===== config.mk =====
export PLATFORM = sky130hd
export DESIGN_NAME = instruction_fetch
export DESIGN_NICKNAME = d
export VERILOG_FILES = /design/src/rtl/mips_pkg.sv /design/src/rtl/inst_mem.sv /design/src/rtl/instruction_fetch.sv
export SDC_FILE = /design/constraint.sdc
export NUM_CORES = 1
export LEC_CHECK = 0
export ABC_AREA = 1
export ABC_CLOCK_PERIOD_IN_PS = 3200
export CAP_MARGIN = 15
export CORE_MARGIN = 2
export CORE_UTILIZATION = 45
export DETAILED_ROUTE_END_ITERATION = 8
export SKIP_CTS_REPAIR_TIMING = 1
export SLEW_MARGIN = 30
export SYNTH_ARGS = -nofsm -noshare
export SYNTH_HDL_FRONTEND = slang
export SYNTH_SLANG_ARGS = --single-unit

===== constraint.sdc =====
create_clock -name clk -period 3.2 [get_ports clk]
set_input_delay 0.64 -clock clk [delete_from_list [all_inputs] [get_ports clk]]
set_output_delay 0.64 -clock clk [all_outputs]
set_load 0.05 [all_outputs]

===== src/rtl/mips_pkg.sv =====
// mips_pkg: shared widths, R-type funct codes and fetch-stage types.
package mips_pkg;
    localparam int INST_W = 32;
    localparam logic [5:0] FUNCT_ADD = 6'd32;
    localparam logic [5:0] FUNCT_SUB = 6'd34;
    localparam logic [5:0] FUNCT_AND = 6'd36;
    localparam logic [5:0] FUNCT_OR  = 6'd37;
    localparam logic [5:0] FUNCT_SLT = 6'd42;
    typedef enum logic {RUN, HALT} fetch_state_t;
    typedef struct packed {
        logic [31:0]       pc;
        logic [INST_W-1:0] inst;
    } fetch_entry_t;
endpackage


===== src/rtl/inst_mem.sv =====
// inst_mem: instruction memory with one write port and a registered read port.
module inst_mem
    import mips_pkg::*;
#(
    parameter int DEPTH = 32,
    parameter int AW    = $clog2(DEPTH)
) (
    input  logic              clk,
    input  logic              i_we,
    input  logic [AW-1:0]     i_waddr,
    input  logic [INST_W-1:0] i_wdata,
    input  logic              i_re,
    input  logic [AW-1:0]     i_raddr,
    output logic [INST_W-1:0] o_rdata
);
    logic [INST_W-1:0] r_mem [DEPTH];
    logic [INST_W-1:0] r_rdata;
    // Same-address read/write returns the pre-write word.
    always_ff @(posedge clk) begin
        if (i_we) r_mem[i_waddr] <= i_wdata;
        if (i_re) r_rdata <= r_mem[i_raddr];
    end
    assign o_rdata = r_rdata;
endmodule


===== src/rtl/instruction_fetch.sv =====
// instruction_fetch: PC sequencing, RUN/HALT control and a 2-entry PC-tagged
// output FIFO in front of the synchronous instruction memory.
module instruction_fetch
    import mips_pkg::*;
#(
    parameter int DEPTH = 32,
    parameter int AW    = $clog2(DEPTH)
) (
    input  logic              clk,
    input  logic              rst,
    input  logic              load_we,
    input  logic [AW-1:0]     load_addr,
    input  logic [INST_W-1:0] load_data,
    input  logic              redirect_valid,
    input  logic [31:0]       redirect_pc,
    input  logic              inst_ready,
    output logic              inst_valid,
    output logic [INST_W-1:0] inst,
    output logic [31:0]       pc_out,
    output logic              halted
);
    localparam logic [31:0] PC_LIM = 32'(DEPTH * 4);
    fetch_state_t      r_state, w_state_next;
    fetch_entry_t      r_fifo [2];
    logic [31:0]       r_pc, r_inflight_pc, w_pc_inc, w_redirect_pc;
    logic [1:0]        r_cnt, w_occ;
    logic              r_inflight, w_pop, w_push, w_issue, w_slot, w_unused;
    logic [INST_W-1:0] w_rdata;

    assign w_pop         = inst_valid && inst_ready;
    // Counting the word leaving this edge keeps the pipe full at one per cycle.
    assign w_occ         = r_cnt + {1'b0, r_inflight} - {1'b0, w_pop};
    assign w_issue       = r_state == RUN && !redirect_valid && w_occ < 2'd2;
    assign w_push        = r_inflight && !redirect_valid;
    assign w_slot        = r_cnt[0] ^ w_pop;
    assign w_pc_inc      = r_pc + 32'd4;
    assign w_redirect_pc = {redirect_pc[31:2], 2'b00};
    assign w_unused      = &{1'b0, redirect_pc[1:0]};

    inst_mem #(.DEPTH(DEPTH), .AW(AW)) u_mem (
        .clk     (clk),
        .i_we    (load_we),
        .i_waddr (load_addr),
        .i_wdata (load_data),
        .i_re    (w_issue),
        .i_raddr (r_pc[AW+1:2]),
        .o_rdata (w_rdata)
    );

    always_ff @(posedge clk or negedge rst) begin
        if (!rst) r_state <= RUN;
        else      r_state <= w_state_next;
    end

    always_comb begin
        w_state_next = redirect_valid ? (w_redirect_pc >= PC_LIM ? HALT : RUN)
                     : (w_issue && w_pc_inc >= PC_LIM) ? HALT : r_state;
    end

    always_comb begin
        inst_valid = r_cnt != 2'd0;
        inst       = r_fifo[0].inst;
        pc_out     = r_fifo[0].pc;
        halted     = r_state == HALT && r_cnt == 2'd0 && !r_inflight;
    end

    always_ff @(posedge clk or negedge rst) begin
        if (!rst) begin
            r_pc          <= '0;
            r_cnt         <= '0;
            r_inflight    <= 1'b0;
            r_inflight_pc <= '0;
            r_fifo[0]     <= '0;
            r_fifo[1]     <= '0;
        end else begin
            r_inflight <= w_issue;
            if (w_issue) begin
                r_inflight_pc <= r_pc;
                r_pc          <= w_pc_inc;
            end
            if (redirect_valid) begin
                r_pc  <= w_redirect_pc;
                r_cnt <= '0;
            end else begin
                if (w_pop) r_fifo[0] <= r_fifo[1];
                if (w_push) r_fifo[w_slot] <= {r_inflight_pc, w_rdata};
                r_cnt <= r_cnt + {1'b0, w_push} - {1'b0, w_pop};
            end
        end
    end
endmodule


==> out/results.txt, run 1 <==
Antenna violation net count after detailed routing -> 0
Cell family with most CP delay -> buffers and inverters
Warnings, synthesis -> 0
Syn nets -> 4136
Worst hold slack -> 0.306 ns
Most frequent CP cell -> nor2_1
Mapped Cells -> 4058
GRT Residual Overflow -> 0
Most common cell after layout, fill and taps aside -> edfxtp_1
Crit Reg-Reg Endpoint -> u_mem.o_rdata[21]
Slowest stage delay, CP -> 0.81 ns
Status -> finished clean
# IOs -> 140
Power density cells -> 670 mW/mm^2
Crit-path cells -> nor2_1, inv_1, nor2_1, clkdlybuf4s50_1
Maximum VDD drop -> 0.000446 V
CP Capture Type -> primary output
First-pass GRT wire length -> 201 mm
Routed len/inst -> 24.0 um
R2r setup slk -> 0.39 ns
CTS buffer count -> 131
Kind of critical path -> flop to primary output
Crit path buf inv count -> 2
Reg area -> 0.0365 sq mm
Row cnt -> 122
Via total after detailed routing -> 32866
Worst-path maximum fanout -> 3
Fmax -> 338 MHz
Pins Over Slew Limit -> 0
Post-synth EDFFs -> 1056
Most frequent cells in the layout -> 1056 x edfxtp_1, 580 x o21ai_0, 579 x nor2_1
MaxCap Viol Count -> 0
Antenna violations before repair -> 12
First-pass DRT Iterations -> 5
Worst-Skew Late Latency -> 0.74 ns
HPWL after DPL -> 72.9 mm
Avg Cell Area, Syn -> 12.4 sq um
Final WL -> 137 mm
CTS tree -> yes
Setup Skew -> 0.0236 ns
DRC -> 0
Layout area overhead -> 15.3%
Mapped cell area -> 0.0503 sq mm
Clock transition at path regs -> 0.06 ns
Layout cells sized above 1 -> 9.90%
Synth Register Bits -> 1246
Final cycle utilization of the critical path -> 92.5%
Post-synth top flop -> edfxtp_1
Final-layout fill cell count -> 9403
CP Depth -> 4
Lkg Pwr -> 19.7 nW
Hold Fails Final Rpt -> 0
Die area -> 0.114 sq mm
Worst Setup EP -> halted
Sink Count -> 1246
Post-layout util -> 52.4%
Setup Total Neg Slack -> 0 ns
Initial DRC count -> 3451
Placeable Area -> 0.111 sq mm
Async SR Flop Fraction -> 15.2%
Initial Utilization -> 45.4%
H-tree levels -> 4
Reg2reg start -> r_pc[2]
Crit path DAT -> 2.32 ns
Startpoint Class -> flop
Area of the multi-input gates -> 0.0119 sq mm
Die span in x -> 338 um
Req. time, crit path -> 2.56 ns
Largest net degree at the start of global routing -> 176
Chip height -> 338 um
Min-delay worst type -> input pin to flop
Vias in the first global route -> 30557
# setup viols final -> 0
I/O Buffers -> 137
Design Power -> 38.9 mW
Unrepaired setup endpoints after global routing -> false
Worst rel slew slack -> 43.8%
Netlist cell types -> 37
Shortest period the worst path allows -> 2.96 ns
CTS Root Cell -> clkbuf_16
Critical path's slowest cell -> clkdlybuf4s50_1
Register area share after synthesis -> 72.5%
CTS Buffer Depth -> 3
Routed vias/inst -> 5.74
Gpl congestion -> 0.838
R2R cell count -> 8
Critical Path Source -> r_cnt[1]
Worst Max-Slew Pin Slew -> 0.840 ns
Final #Nets -> 4218
GRT Resource Usage Total -> 23.6%
==> cell families (layout without fill, tap and decap cells) <==
kind of cell	count (synthesis)	in the layout	synth area share (%)
XOR/XNOR	11	11	0.192
AO/OA/AOI/OAI	1052	1052	12.6
adder cells (fa/ha/maj)	4	4	0.0995
buffers and inverters	484	659	4.31
other	0	1	0
multiplexers	11	11	0.246
flip-flops	1246	1246	72.5
AND/OR/NAND/NOR	1250	1250	10.1
==> synth_stat cells (all sizes together), types with 83 or more instances <==
cell    instances  share of area (%)
edfxtp       1056                 63
o21ai         636                6.3
nor2          624                4.7
nand2         428                3.2
dfrtp         190                9.5
clkbuf        186                1.4
o22ai         167                2.1
nand3         157                1.6
buf           149                1.8
inv           148                1.1
o221ai        103                1.8
o211ai         83                1.3
==> stage by stage <==
| stage | instance area, sq um | setup slack [ns] | instances |
|---|---|---|---|
| floorplan | 50300 | 0.229 | 4058 |
| global placement | 54100 | 0.264 | 5494 |
| detailed placement | 54100 | 0.254 | 5494 |
| CTS | 58100 | 0.185 | 5720 |
| global route | 58000 | 0.107 | 5721 |
| finish | 58000 | 0.240 | 5722 |
==> metal layers <==
metal / track usage (%) / up-vias / wire length, um
li1: - / 15007 / -
met1: 33.9 / 16347 / 59200
met2: 37.5 / 1297 / 64600
met3: 3.51 / 213 / 10400
met4: 6.32 / 2 / 2930
met5: 0 / - / 9
==> flip-flops by register name, summed over array words and instances (netlist names) <==
signal,count
inst,32
pc_out,32
r_cnt,2
r_fifo,62
r_inflight,1
r_inflight_pc,30
r_pc,30
r_state,1
u_mem.o_rdata,32
u_mem.r_mem,1024
==> report_power, final <==
part / internal, mW / switching, mW
registers: 18.3 / 0.461
clock network: 8.30 / 6.04
logic: 1.86 / 3.91
total: 28.4 / 10.4
==> how the worst min path moves through the flow <==
stage	to	slack [ns]	startpoint	depth (start not counted)
floorplan	inst[0]	0.34	rst	0
global placement	r_fifo[25]	0.47	r_fifo[25]	2
detailed placement	r_inflight_pc[28]	0.47	r_inflight_pc[28]	2
CTS	inst[20]	-0.07	rst	1
global route	pc_out[11]	0.30	redirect_valid	2
finish	pc_out[11]	0.31	redirect_valid	2
==> worst register-to-register path, delay by kind of cell (launching register included) <==
| kind | cells | cell delay (ns) |
|---|---|---|
| flops | 1 | 0.69 |
| compound gates | 3 | 0.79 |
| buf+inv | 3 | 0.85 |
| simple gates | 2 | 0.19 |
==> final cells by class <==
type	instances	share of cell area, %
clock inverter	59	0.750
clock buffer	167	6.14
sequential	1246	62.9
timing repair buffer	284	5.48
tap	1488	3.21
multi-input combinational	2328	20.6
inverter	149	1.00
antenna	1	0.00431
(Power assumes the default switching activity.)
==> run 2, diff against run 1 <==
--- a/config.mk
+++ b/config.mk
@@ -5,7 +5,6 @@
 export SDC_FILE = /design/constraint.sdc
 export NUM_CORES = 1
 export LEC_CHECK = 0
-export ABC_AREA = 1
 export ABC_CLOCK_PERIOD_IN_PS = 3200
 export CAP_MARGIN = 15
 export CORE_MARGIN = 2
==> out/results.txt, run 2 <==
Status -> finished with violations
Failing checks -> negative hold slack
Crit Reg-Reg Endpoint -> r_state
CP Capture Type -> flop
R2r setup slk -> 0.38 ns
Final cycle utilization of the critical path -> 88.1%
Via total after detailed routing -> 25081
Layout cells sized above 1 -> 28.4%
H-tree levels -> 3
CTS tree -> yes
Reg2reg start -> r_pc[2]
CP Depth -> 7
Most common cell after layout, fill and taps aside -> edfxtp_1
Worst Max-Slew Pin Slew -> 0.702 ns
Placeable Area -> 0.109 sq mm
Unrepaired setup endpoints after global routing -> false
Pins Over Slew Limit -> 0
Logic pwr share -> 9.1%
Mapped cell area -> 0.0491 sq mm
GRT Resource Usage Total -> 22.0%
I/O Buffers -> 137
Hold Fails Final Rpt -> 6
Area leader, netlist -> edfxtp_1
Initial DRC count -> 2552
Post-synth EDFFs -> 1056
Cell family with most CP delay -> simple AND/OR/NAND/NOR gates
Count leader, synth -> edfxtp_1
# IOs -> 140
Avg Cell Area, Syn -> 19.7 sq um
Post-synth top cells -> 1056 x edfxtp_1, 320 x mux4_2, 259 x nand2_1
Crit path DAT -> 3.35 ns
Crit path buf inv count -> 0
Routed vias/inst -> 6.00
R2R cell count -> 7
DRC -> 0
Setup Skew -> 0.0364 ns
Clock share of power -> 40.4%
Worst Setup EP -> r_state
Shortest period the worst path allows -> 2.82 ns
Clock transition at path regs -> 0.06 ns
Antenna violations before repair -> 10
Die area -> 0.112 sq mm
Switching part of the total power -> 22.8%
Worst-path maximum fanout -> 12
Syn nets -> 2571
Antenna violation net count after detailed routing -> 0
Fmax -> 355 MHz
# setup viols final -> 0
HPWL after DPL -> 70.2 mm
Row cnt -> 121
Sequential share of power -> 50.5%
Netlist cell types -> 60
Initial Utilization -> 45.2%
MaxCap Viol Count -> 0
Synth Register Bits -> 1246
Worst hold slack -> -0.0317 ns
Maximum VDD drop -> 0.000524 V
Req. time, crit path -> 3.73 ns
Largest reg by FF count -> u_mem.r_mem
Post-synth top flop -> edfxtp_1
Most frequent cells in the layout -> 1056 x edfxtp_1, 320 x mux4_2, 259 x nand2_1
Critical Path Source -> r_pc[2]
GRT Residual Overflow -> 0
Post-layout util -> 52.5%
Kind of critical path -> flop to flop
CTS buffer count -> 121
Chip height -> 334 um
Crit-path cells -> ha_1, and4_1, nand2_1, or4b_1, and3_1, a2111oi_0, a31oi_1
Final WL -> 122 mm
Largest net degree at the start of global routing -> 86
Async SR Flop Fraction -> 15.2%
Mapped Cells -> 2493
Register area share after synthesis -> 74.3%
First-pass GRT wire length -> 178 mm
Warnings, synthesis -> 0
Power density cells -> 633 mW/mm^2
Min-delay worst type -> input pin to asynchronous set/reset pin
Sink Count -> 1246
Number of flip-flops in the largest register -> 1024
Worst-Skew Late Latency -> 0.71 ns
CTS Root Cell -> clkbuf_16
Die span in x -> 334 um
Routed len/inst -> 29.2 um
Top flop regs -> u_mem.r_mem: 1024 flops, r_fifo: 62 flops
Gpl congestion -> 0.858
Switching power -> 8.23 mW
First-pass DRT Iterations -> 7
CTS Buffer Depth -> 3
Final #Nets -> 2745
Worst rel slew slack -> 53.2%
Startpoint Class -> flop
Critical path's slowest cell -> dfrtp_4
Largest cells by area after synthesis -> edfxtp_1 65%, mux4_2 15%, dfrtp_1 9.7%
Top-area cell type share of the netlist area -> 64.6%
Layout area overhead -> 16.1%
Vias in the first global route -> 25442
Lkg Pwr -> 19.3 nW
Setup Total Neg Slack -> 0 ns
Slowest stage delay, CP -> 0.62 ns
Cell internal pwr -> 27.8 mW
run 2: changes by cell type after synthesis, sizes merged, moves of 103 or more:
cell    previous run  this run
nand2            428       259
clkbuf           186        77
o22ai            167         0
nor2             624        57
nand3            157        28
o21ai            636        51
o221ai           103         0
inv              148        41
mux4               0       320
run 2: how the worst min path moves through the flow:
| stage | to | slack [ns] | cells after the start |
|---|---|---|---|
| floorplan | inst[0] | 0.34 | 0 |
| global route | r_pc[21] | 0.002 | 1 |
| CTS | r_pc[21] | -0.03 | 1 |
| global placement | inst[10] | 0.46 | 2 |
| finish | r_pc[21] | -0.03 | 1 |
| detailed placement | inst[13] | 0.47 | 2 |
run 2: area by class of cell:
class	instances	area (sq um)
Antenna cell	1	2.50
Inverter	41	154
Sequential cell	1246	36500
Multi-Input combinational cell	992	11600
Timing Repair Buffer	265	2880
Clock inverter	80	890
Fill cell	8381	51600
Clock buffer	144	3180
Tap cell	1414	1770
run 2: kinds of logic after synthesis:
family          after synthesis  share of synthesized area [%]
simple gates                422                           3.82
buf+inv                     255                           2.61
xor+xnor                      8                          0.143
compound gates              143                           2.22
fa+ha+maj                     4                          0.102
flops                      1246                           74.3
mux                         415                           16.8
run 2: power groups by stage:
stage                     combinational (mW)  clock (mW)  sequential (mW)
after detailed placement                3.33           0             18.6
after CTS                               3.34        14.8             18.2
after global routing                    3.49        15.4             18.2
final                                   3.28        14.6             18.2
after floorplan                         2.21           0             18.4
after global placement                  3.29           0             18.5
run 2: worst reg2reg max path, cell delays in order, from the launching register on:
cell,delay (ns)
dfrtp_4,0.62
ha_1,0.30
and4_1,0.36
nand2_1,0.15
or4b_1,0.49
and3_1,0.20
a2111oi_0,0.39
a31oi_1,0.18
run 2: through the flow:
step           total power, mW  hold slack, ns  setup slack, ns  std cells  cell area (sq um)
2_1_floorplan             20.6           0.344            0.126       2493              49100
3_3_place_gp              21.8           0.460           0.0790       3958              53000
3_5_place_dp              21.9           0.473           0.0489       3958              53000
4_1_cts                   36.4         -0.0282           0.0395       4182              57100
5_1_grt                   37.1         0.00227            0.265       4182              56900
6_report                  36.1         -0.0317            0.380       4183              56900
run 2: layer usage:
metal | up-vias | track usage [%] | routed length [um]
met5 | - | 0 | 0
met4 | 0 | 4.53 | 2350
met3 | 173 | 2.84 | 7460
met2 | 948 | 35.8 | 59800
met1 | 13588 | 32.3 | 52700
li1 | 10372 | - | -
